--- config.mk ---
export PLATFORM = sky130hd
export DESIGN_NAME = uart_tx_sched
export DESIGN_NICKNAME = d
export VERILOG_FILES = /design/src/rtl/uart_tx_sched.sv
export SDC_FILE = /design/constraint.sdc
export NUM_CORES = 1
export LEC_CHECK = 0
export ABC_CLOCK_PERIOD_IN_PS = 2100
export CORE_MARGIN = 2
export CORE_UTILIZATION = 47
export CTS_CLUSTER_DIAMETER = 30
export CTS_CLUSTER_SIZE = 14
export DETAILED_ROUTE_END_ITERATION = 6
export GPL_TIMING_DRIVEN = 0
export HOLD_SLACK_MARGIN = 0.08
export PLACE_DENSITY = 0.78
export SKIP_LAST_GASP = 1
export SYNTH_ARGS = -nofsm -noshare
export SYNTH_HDL_FRONTEND = slang
export SYNTH_SLANG_ARGS = --single-unit
--- constraint.sdc ---
create_clock -name clk_input -period 2.1 [get_ports clk_input]
set_input_delay 0.21 -clock clk_input [delete_from_list [all_inputs] [get_ports clk_input]]
set_output_delay 0.21 -clock clk_input [all_outputs]
set_load 0.01 [all_outputs]
--- src/rtl/uart_tx_sched.sv ---
`default_nettype none
//==============================================================================
// Module      : uart_tx_sched
// Description : Round-robin scheduler sharing one UART transmitter among
//               NUM_REQ byte producers. Accepts one byte per frame, launches
//               the transmitter with a one-cycle active-low load strobe, waits
//               for the end-of-frame pulse (or a timeout) and enforces an
//               inter-frame gap before serving the next requester.
//
// Ports       : clk_input    - clock, rising edge
//               rst_input    - asynchronous active-high reset
//               req_valid    - per-requester byte pending
//               req_data     - byte of requester i on [8i+7:8i]
//               req_ready    - one-hot, one-cycle accept pulse
//               tx_data      - byte presented to the transmitter
//               tx_load_n    - active-low launch strobe (one cycle)
//               tx_done_n    - transmitter end-of-frame, active-low pulse
//               baud_rate    - constant baud divisor (BAUD_DIV)
//               grant_id     - requester served last or currently
//               busy         - high whenever not idle
//               frame_done   - one-cycle pulse on normal frame completion
//               timeout_err  - one-cycle pulse when a frame is abandoned
//
// Revision    : 1.0 - initial release
//==============================================================================
module uart_tx_sched #(
    parameter int          NUM_REQ    = 4,
    parameter logic [31:0] BAUD_DIV   = 32'd867,
    parameter logic [31:0] TIMEOUT    = 32'd20000,
    parameter int          GAP_CYCLES = 2
) (
    input  logic                   clk_input,
    input  logic                   rst_input,
    input  logic [NUM_REQ-1:0]     req_valid,
    input  logic [8*NUM_REQ-1:0]   req_data,
    output logic [NUM_REQ-1:0]     req_ready,
    output logic [7:0]             tx_data,
    output logic                   tx_load_n,
    input  logic                   tx_done_n,
    output logic [31:0]            baud_rate,
    output logic [2:0]             grant_id,
    output logic                   busy,
    output logic                   frame_done,
    output logic                   timeout_err
);

    // State encoding
    localparam logic [1:0] c_ST_IDLE = 2'd0;
    localparam logic [1:0] c_ST_LOAD = 2'd1;
    localparam logic [1:0] c_ST_WAIT = 2'd2;
    localparam logic [1:0] c_ST_GAP  = 2'd3;

    // Gap counter only needs to reach GAP_CYCLES-1
    localparam int                 c_GAP_W    = (GAP_CYCLES > 1) ? $clog2(GAP_CYCLES) : 1;
    localparam logic [c_GAP_W-1:0] c_GAP_LAST = c_GAP_W'(GAP_CYCLES - 1);
    localparam logic [c_GAP_W-1:0] c_GAP_ONE  = c_GAP_W'(1);

    // After reset the pointer sits on the last requester so requester 0 wins
    localparam logic [2:0]  c_LAST_RST    = 3'(NUM_REQ - 1);
    localparam logic [31:0] c_TIMER_LAST  = TIMEOUT - 32'd1;
    localparam logic [31:0] c_TIMER_MAX   = 32'hFFFF_FFFF;

    // Registered state
    logic [1:0]          r_state;
    logic [7:0]          r_tx_data;
    logic                r_tx_load_n;
    logic [NUM_REQ-1:0]  r_req_ready;
    logic [2:0]          r_grant;
    logic [2:0]          r_last;
    logic                r_busy;
    logic                r_frame_done;
    logic                r_timeout_err;
    logic [31:0]         r_timer;
    logic [c_GAP_W-1:0]  r_gap_cnt;

    // Next-state values
    logic [1:0]          w_state_nxt;
    logic [7:0]          w_tx_data_nxt;
    logic                w_tx_load_n_nxt;
    logic [NUM_REQ-1:0]  w_req_ready_nxt;
    logic [2:0]          w_grant_nxt;
    logic [2:0]          w_last_nxt;
    logic                w_frame_done_nxt;
    logic                w_timeout_err_nxt;
    logic [31:0]         w_timer_nxt;
    logic [c_GAP_W-1:0]  w_gap_cnt_nxt;

    // Round-robin pick results
    logic                w_found;
    logic [2:0]          w_sel;
    logic [NUM_REQ-1:0]  w_sel_oh;
    logic [7:0]          w_sel_byte;
    logic [3:0]          w_idx;

    //--------------------------------------------------------------------------
    // Round-robin arbiter: scan offsets 1..NUM_REQ from the last grant,
    // wrapping modulo NUM_REQ (which need not be a power of two). The first
    // set request along that order wins.
    //--------------------------------------------------------------------------
    always_comb begin
        w_found    = 1'b0;
        w_sel      = 3'd0;
        w_sel_oh   = '0;
        w_sel_byte = 8'd0;
        w_idx      = 4'd0;
        for (int k = 1; k <= NUM_REQ; k++) begin
            w_idx = {1'b0, r_last} + 4'(k);
            if (w_idx >= 4'(NUM_REQ)) begin
                w_idx = w_idx - 4'(NUM_REQ);
            end
            for (int i = 0; i < NUM_REQ; i++) begin
                if (!w_found && (w_idx == 4'(i)) && req_valid[i]) begin
                    w_found    = 1'b1;
                    w_sel      = 3'(i);
                    w_sel_oh[i] = 1'b1;
                    w_sel_byte = req_data[8*i +: 8];
                end
            end
        end
    end

    //--------------------------------------------------------------------------
    // Next-state and next-output logic. Every output is computed one cycle
    // ahead and registered, so nothing combinational reaches a port.
    //--------------------------------------------------------------------------
    always_comb begin
        w_state_nxt       = r_state;
        w_tx_data_nxt     = r_tx_data;
        w_tx_load_n_nxt   = 1'b1;
        w_req_ready_nxt   = '0;
        w_grant_nxt       = r_grant;
        w_last_nxt        = r_last;
        w_frame_done_nxt  = 1'b0;
        w_timeout_err_nxt = 1'b0;
        w_timer_nxt       = r_timer;
        w_gap_cnt_nxt     = r_gap_cnt;

        case (r_state)
            c_ST_IDLE: begin
                if (w_found) begin
                    w_state_nxt     = c_ST_LOAD;
                    w_tx_data_nxt   = w_sel_byte;
                    w_grant_nxt     = w_sel;
                    w_last_nxt      = w_sel;
                    w_req_ready_nxt = w_sel_oh;
                    w_tx_load_n_nxt = 1'b0;
                end
            end

            c_ST_LOAD: begin
                w_timer_nxt = 32'd0;
                w_state_nxt = c_ST_WAIT;
            end

            c_ST_WAIT: begin
                if (r_timer != c_TIMER_MAX) begin
                    w_timer_nxt = r_timer + 32'd1;
                end
                // A done pulse in the same cycle as the timeout takes priority
                if (!tx_done_n) begin
                    w_frame_done_nxt = 1'b1;
                    w_gap_cnt_nxt    = '0;
                    w_state_nxt      = c_ST_GAP;
                end else if (r_timer == c_TIMER_LAST) begin
                    w_timeout_err_nxt = 1'b1;
                    w_gap_cnt_nxt     = '0;
                    w_state_nxt       = c_ST_GAP;
                end
            end

            c_ST_GAP: begin
                if (r_gap_cnt == c_GAP_LAST) begin
                    w_state_nxt = c_ST_IDLE;
                end else begin
                    w_gap_cnt_nxt = r_gap_cnt + c_GAP_ONE;
                end
            end

            default: begin
                w_state_nxt = c_ST_IDLE;
            end
        endcase
    end

    //--------------------------------------------------------------------------
    // State and output registers
    //--------------------------------------------------------------------------
    always_ff @(posedge clk_input or posedge rst_input) begin
        if (rst_input) begin
            r_state       <= c_ST_IDLE;
            r_tx_data     <= 8'd0;
            r_tx_load_n   <= 1'b1;
            r_req_ready   <= '0;
            r_grant       <= 3'd0;
            r_last        <= c_LAST_RST;
            r_busy        <= 1'b0;
            r_frame_done  <= 1'b0;
            r_timeout_err <= 1'b0;
            r_timer       <= 32'd0;
            r_gap_cnt     <= '0;
        end else begin
            r_state       <= w_state_nxt;
            r_tx_data     <= w_tx_data_nxt;
            r_tx_load_n   <= w_tx_load_n_nxt;
            r_req_ready   <= w_req_ready_nxt;
            r_grant       <= w_grant_nxt;
            r_last        <= w_last_nxt;
            r_busy        <= (w_state_nxt != c_ST_IDLE);
            r_frame_done  <= w_frame_done_nxt;
            r_timeout_err <= w_timeout_err_nxt;
            r_timer       <= w_timer_nxt;
            r_gap_cnt     <= w_gap_cnt_nxt;
        end
    end

    assign req_ready   = r_req_ready;
    assign tx_data     = r_tx_data;
    assign tx_load_n   = r_tx_load_n;
    assign baud_rate   = BAUD_DIV;
    assign grant_id    = r_grant;
    assign busy        = r_busy;
    assign frame_done  = r_frame_done;
    assign timeout_err = r_timeout_err;

endmodule
`default_nettype wire
**Word-level counts from Yosys, hierarchy flattened**

Cells that the tools add are included.

- Multiplexer cells: 86
- Eq/ne operators: 19
- Add/subtract/negate cells: 10
- Magnitude comparators: 4
- Reduce and logical (&&, ||, !) cells: 57

Operator list:

| operator | count |
|---|---|
| $mux W8 | 16 |
| $pmux W32 S2 | 1 |
| $mux W1 | 42 |
| $mux W3 | 14 |
| $add A32 B1 Y32 const B | 1 |
| $eq A32 B15 Y1 const B | 1 |
| $eq A4 B2 Y1 const B | 8 |
| $mux W32 | 1 |
| $ne A32 B32 Y1 const B | 1 |
| $logic_and A1 B1 Y1 | 31 |
| $mux W4 | 6 |
| $eq A4 B1 Y1 const B | 4 |
| $ge A4 B3 Y1 const B | 4 |
| $logic_not A4 Y1 | 4 |
| $sub A4 B3 Y4 const B | 4 |
| $logic_not A1 Y1 | 15 |
| $add A3 B2 Y4 const B | 2 |
| $mux W2 | 4 |
| $pmux W2 S4 | 1 |
| $reduce_and A2 Y1 | 3 |
| $reduce_bool A2 Y1 | 3 |
| $add A3 B1 Y4 const B | 1 |
| $add A3 B3 Y4 const B | 1 |
| $eq A2 B2 Y1 const B | 2 |
| other kinds (6) | 6 |

- Output and inout bits: 51
- Bits of input ports: 39
- Bits in registers: 57

**Longest topological paths before layout**

- Word-level depth: 69
- Gate-level depth with buffers: 10
- Mapped depth without buffers: 7

**Worst setup path after synthesis**

Ideal clock, no wire load.

- Kind: input to register
- Start: input port r_timer[0]
- End: register r_timer[13]
- Stages on the path: 9
- Path slack: -0.020 ns
- Arrival: 1.988 ns
- Library setup time: 0.132 ns
- Path through: dfrtp_1 ha_1 nand3_1 or3_4 or4_1 buf_2 nand4_1 xor2_1 nor2_1

- Longest elaborated chain between the ends: 3

RTL lines:

| element | line | text |
|---|---|---|
| start: declaration | 73 | `logic [31:0] r_timer;` |
| $add A32 B1 Y32 or $ne A32 B32 Y1 (tied branches) | 157, 156 |  |
| $mux W32 or $ne A2 B2 Y1 (tied branches) | - |  |
| $pmux W32 S2 or $reduce_and A2 Y1 (tied branches) | - |  |

Several ways; a longest one is shown, not always the timed one. The select of a mux whose other input is x is not followed.
A chain may end at the register's enable or synchronous reset.

**Final worst setup path**

- Start: input port r_last[1]
- End: register r_tx_data[3], in the netlist tx_data[3]

- Longest elaborated chain between the ends: 67

RTL lines:

| element | line | text |
|---|---|---|
| start: declaration | 69 | `logic [2:0] r_last;` |
| $add A3 B1 Y4 | 107 | `w_idx = {1'b0, r_last} + 4'(k);` |
| $sub A4 B3 Y4 or $ge A4 B3 Y1 (tied branches) | 109, 108 |  |
| $mux W4 | 108 | `if (w_idx >= 4'(NUM_REQ)) begin` |
| $logic_not A4 Y1 | 112 | `if (!w_found && (w_idx == 4'(i)) && req_valid[i]) begin` |
| $logic_and A1 B1 Y1 | 112 |  |
| $mux W1 | 112 |  |
| $logic_not A1 Y1 | 112 |  |
| $logic_and A1 B1 Y1 (2 in series) | 112 |  |
| [48 not listed] | - |  |
| $mux W1 | 112 |  |
| $logic_not A1 Y1 | 112 |  |
| $logic_and A1 B1 Y1 (2 in series) | 112 |  |
| $mux W1 | 112 |  |
| $logic_not A1 Y1 | 112 |  |
| $logic_and A1 B1 Y1 (2 in series) | 112 |  |
| $mux W1 | 112 |  |
| $reduce_and A2 Y1 (no source line) | - |  |
| end signal: assignment | 203 | `r_tx_data <= w_tx_data_nxt;` |
| end: declaration | 65 | `logic [7:0] r_tx_data;` |

Several ways; a longest one is shown, not always the timed one.

==> run_summary.xml <==
<?xml version="1.0" encoding="UTF-8"?>
<metrics>
  <group name="sta">
    <metric name="final_max_slew_viol_count" unit="">0</metric>
    <metric name="fin_crit_sh" unit="">1.025</metric>
    <metric name="timing.final.crit_period" unit="ns">2.152</metric>
    <metric name="worst_pin_slew" unit="ns">0.6194</metric>
    <metric name="fmax" unit="GHz">0.4647</metric>
    <metric name="timing.max_slew.rel_slack" unit="">0.5827</metric>
    <metric name="postLayoutSetupSlackWorst" unit="ns">-0.05197</metric>
    <metric name="finalSetupViolations" unit="">5</metric>
    <metric name="finClkSkew" unit="ns">0.01144</metric>
    <metric name="hold-worst-slack" unit="ns">0.1548</metric>
    <metric name="rsz0062_at_grt" unit="">true</metric>
    <metric name="hold_violations" unit="">0</metric>
  </group>
  <group name="synth">
    <metric name="ys_seq_elements" unit="">55</metric>
    <metric name="synthDistinctLibCells" unit="">71</metric>
    <metric name="synth.most_common_cell" unit="">sky130_fd_sc_hd__dfrtp_1</metric>
    <metric name="mappedNetlistArea" unit="sq mm">0.004323</metric>
    <metric name="netlist.top_cell.by_area" unit="">sky130_fd_sc_hd__dfrtp_1</metric>
    <metric name="synth_warnings" unit="">0</metric>
    <metric name="synth-seq-area-share" unit="">0.3192</metric>
    <metric name="syn-instance-count" unit="">533</metric>
    <metric name="number_of_synthesized_flops_with_an_enable_pin" unit="">0</metric>
    <metric name="synth_async_sr_flop_share" unit="">1.000</metric>
    <metric name="postSynthAreaPerCell" unit="sq um">8.110</metric>
    <metric name="yosys-top-cells-area" unit="">sky130_fd_sc_hd__dfrtp_1 (30%), sky130_fd_sc_hd__buf_4 (5.9%), sky130_fd_sc_hd__nand2_1 (4.4%), sky130_fd_sc_hd__nor2_1 (3.7%), sky130_fd_sc_hd__a21oi_1 (3.5%)</metric>
    <metric name="synth_ff_type" unit="">sky130_fd_sc_hd__dfrtp_1</metric>
    <metric name="synthTopCellsByCount" unit="">sky130_fd_sc_hd__dfrtp_1 (52), sky130_fd_sc_hd__nand2_1 (51), sky130_fd_sc_hd__nor2_1 (43)</metric>
    <metric name="yosysTopAreaCellShare" unit="">0.3010</metric>
  </group>
  <group name="clock_network">
    <metric name="clockBufferDepth" unit="">2</metric>
    <metric name="clock-sinks" unit="">55</metric>
    <metric name="clk_pin_slew" unit="ns">0.11</metric>
    <metric name="cts-htree-levels" unit="">2</metric>
    <metric name="cts-buffers-inserted" unit="">5</metric>
    <metric name="clk-insertion-delay-late" unit="ns">0.32</metric>
    <metric name="cts_tree" unit="">done</metric>
    <metric name="cts-root-buf" unit="">sky130_fd_sc_hd__clkbuf_8</metric>
  </group>
  <group name="global_route">
    <metric name="overall_routing_resource_usage" unit="">0.3126</metric>
    <metric name="grt_overflow_total" unit="">0</metric>
    <metric name="grt_antenna_before_repair" unit="">0</metric>
    <metric name="grt_max_degree" unit="">45</metric>
    <metric name="first_pass_grt_wire_length" unit="microns">24870</metric>
    <metric name="first_global_vias" unit="">4775</metric>
  </group>
  <group name="floorplanning">
    <metric name="floorplan.core_area" unit="sq mm">0.008806</metric>
    <metric name="fp.dieH" unit="microns">99.91</metric>
    <metric name="rows" unit="">34</metric>
    <metric name="initial_utilization" unit="">0.4909</metric>
    <metric name="dieArea" unit="sq mm">0.009981</metric>
    <metric name="dieWidth" unit="microns">99.91</metric>
    <metric name="design.portCount" unit="">90</metric>
  </group>
  <group name="route">
    <metric name="route.final.wire_length" unit="microns">16730</metric>
    <metric name="antenna_left" unit="">0</metric>
    <metric name="detail_route.wl_per_cell" unit="microns">21.23</metric>
    <metric name="drc" unit="">0</metric>
    <metric name="detail_route.iter0.violations" unit="">669</metric>
    <metric name="detailedRoute.firstPassIterationCount" unit="">6</metric>
    <metric name="via_count" unit="">5268</metric>
    <metric name="drt-vias-per-instance" unit="">6.685</metric>
  </group>
  <group name="power">
    <metric name="comb_pwr_share" unit="">0.609</metric>
    <metric name="ir_drop" unit="mV">0.6107</metric>
    <metric name="report.power.total" unit="mW">5.724</metric>
    <metric name="swShare" unit="">0.4180</metric>
    <metric name="power_density" unit="mW/mm^2">907.6</metric>
    <metric name="seq_power_share" unit="">0.259</metric>
    <metric name="cellLeakagePower" unit="nW">2.647</metric>
    <metric name="power.switching" unit="mW">2.393</metric>
    <metric name="internal_power" unit="mW">3.332</metric>
    <metric name="clockPowerShare" unit="">0.131</metric>
  </group>
  <group name="critical_path">
    <metric name="path_cells" unit="">buf_4 -&gt; nand2b_2 -&gt; nor3_4 -&gt; a221oi_2 -&gt; nor4bb_2 -&gt; a211o_1 -&gt; a31oi_1</metric>
    <metric name="worst-endpoint-required" unit="ns">2.34</metric>
    <metric name="critical_path.n_buffers_inverters" unit="">1</metric>
    <metric name="timing.critical_path.slowest_cell_delay" unit="ns">0.62</metric>
    <metric name="cp-startpoint" unit="">r_last[1]</metric>
    <metric name="r2r-start" unit="">r_last[1]</metric>
    <metric name="critical_path.startpoint_type" unit="">flop</metric>
    <metric name="worst_ep_arrival_time" unit="ns">2.39</metric>
    <metric name="critPathMaxFanout" unit="">7</metric>
    <metric name="timing_worst_setup_path_type" unit="">flop to flop</metric>
    <metric name="cp_top_family" unit="">simple AND/OR/NAND/NOR gates</metric>
    <metric name="endpoint_kind" unit="">flop</metric>
    <metric name="crit_path_top_delay_cell" unit="">sky130_fd_sc_hd__dfstp_2</metric>
  </group>
  <group name="hold_path">
    <metric name="hold_path_class" unit="">primary input to asynchronous set/reset pin</metric>
  </group>
  <group name="job">
    <metric name="max-cap-violations" unit="">0</metric>
  </group>
  <group name="layout">
    <metric name="fillerInstances" unit="">664</metric>
    <metric name="layout-drive-gt1-share" unit="">0.3015</metric>
    <metric name="area_delta_synth_final" unit="%">45.90</metric>
    <metric name="antennaDiodeCount" unit="">0</metric>
    <metric name="nets" unit="">719</metric>
    <metric name="layout.area.seq" unit="sq mm">0.001393</metric>
    <metric name="combined_area_of_the_multi_input_logic_cells" unit="sq mm">0.003110</metric>
  </group>
  <group name="placement">
    <metric name="place.detailed.hpwl" unit="microns">11080</metric>
    <metric name="place.port_buffers" unit="">55</metric>
    <metric name="gp_congestion" unit="">1.074</metric>
  </group>
  <group name="status">
    <metric name="failing_checks" unit="">setup timing</metric>
    <metric name="run_status" unit="">finished with violations</metric>
  </group>
</metrics>
state kept, by name, indices dropped and copies added (netlist names):
register,count
r_timer,32
r_last,2
busy,1
r_state,2
tx_load_n,1
timeout_err,1
grant_id,2
r_gap_cnt,1
req_ready,4
frame_done,1
tx_data,8
timing repair:
item                                    CTS  global route
hold buffers                              0             0
buffers inserted                         19            39
pin swaps                                 7            30
endpoints found under the setup margin   44            43
resized for setup                        79            69
gates cloned                              1             1
cells in the final DEF, fill, tap and decap left out, types with 8 or more instances in the layout:
cell	n
sky130_fd_sc_hd__a22oi_1	10
sky130_fd_sc_hd__nand3_1	19
sky130_fd_sc_hd__nor4_1	8
sky130_fd_sc_hd__xnor2_1	11
sky130_fd_sc_hd__dfrtp_1	42
sky130_fd_sc_hd__nand2_1	48
sky130_fd_sc_hd__nand2b_1	9
sky130_fd_sc_hd__o21ai_0	23
sky130_fd_sc_hd__clkdlybuf4s50_1	53
sky130_fd_sc_hd__or3_1	10
sky130_fd_sc_hd__nor2_1	40
sky130_fd_sc_hd__o22ai_1	12
sky130_fd_sc_hd__buf_2	8
sky130_fd_sc_hd__a21oi_1	28
sky130_fd_sc_hd__nand4_1	15
sky130_fd_sc_hd__conb_1	33
sky130_fd_sc_hd__a31oi_1	12
sky130_fd_sc_hd__buf_4	87
sky130_fd_sc_hd__dfrtp_2	10
through the flow:
| step | TNS (ns) | worst slack [ns] | util | instances | cell area, sq um |
|---|---|---|---|---|---|
| floorplan | 0 | 0.008290 | - | 564 | 4456 |
| global placement | -43.32 | -1.003 | 0.5838 | 727 | 5141 |
| detailed placement | -16.75 | -1.017 | 0.5861 | 728 | 5161 |
| CTS | -0.07242 | -0.04982 | 0.6479 | 753 | 5705 |
| global route | -0.9798 | -0.09644 | 0.7163 | 788 | 6307 |
| finish | -0.1600 | -0.05197 | 0.7163 | 788 | 6307 |
final timing paths:
path / to / slack, ns / cells after the start
setup reg to reg: tx_data[3] / -0.05 / 7
min in group clk_input: r_state[1] / 0.51 / 1
setup / recovery: tx_data[3] / -0.05 / 7
hold / removal: r_timer[20] / 0.15 / 2
max in group asynchronous: tx_load_n / 1.34 / 3
hold reg to reg: r_state[1] / 0.51 / 1
layer usage:
layer / vias to the layer above / GRT usage / wire, microns
met5: - / 0 / 0
met4: 0 / 0.1001 / 799
met3: 100 / 0.07521 / 2023
met2: 450 / 0.4667 / 7242
met1: 2460 / 0.4485 / 6662
li1: 2258 / - / -
kinds of logic after synthesis:
group	count (synthesis)	synth area share
flops	55	0.3192
mux	4	0.009262
buf+inv	73	0.09580
fa+ha+maj	1	0.002894
simple gates	225	0.2874
compound gates	154	0.2452
other cells	2	0.001737
xor+xnor	19	0.03850
layout make-up:
type / count / share of cell area
Buffer: 58 / 0.07181
Clock buffer: 6 / 0.01151
Clock inverter: 2 / 0.006150
Inverter: 7 / 0.004166
Multi-Input combinational cell: 436 / 0.4932
Sequential cell: 55 / 0.2208
Tap cell: 108 / 0.02142
Timing Repair Buffer: 116 / 0.1710
power by group through the flow:
stage               Combinational, mW  Sequential (mW)  Clock, mW
floorplan                        1.46             1.49          0
global placement                 2.36             1.47          0
detailed placement               2.36             1.48          0
CTS                              2.82             1.46      0.751
global route                     3.69             1.50      0.794
finish                           3.49             1.49      0.751
No activity file was read; power rests on OpenSTA's default activity.
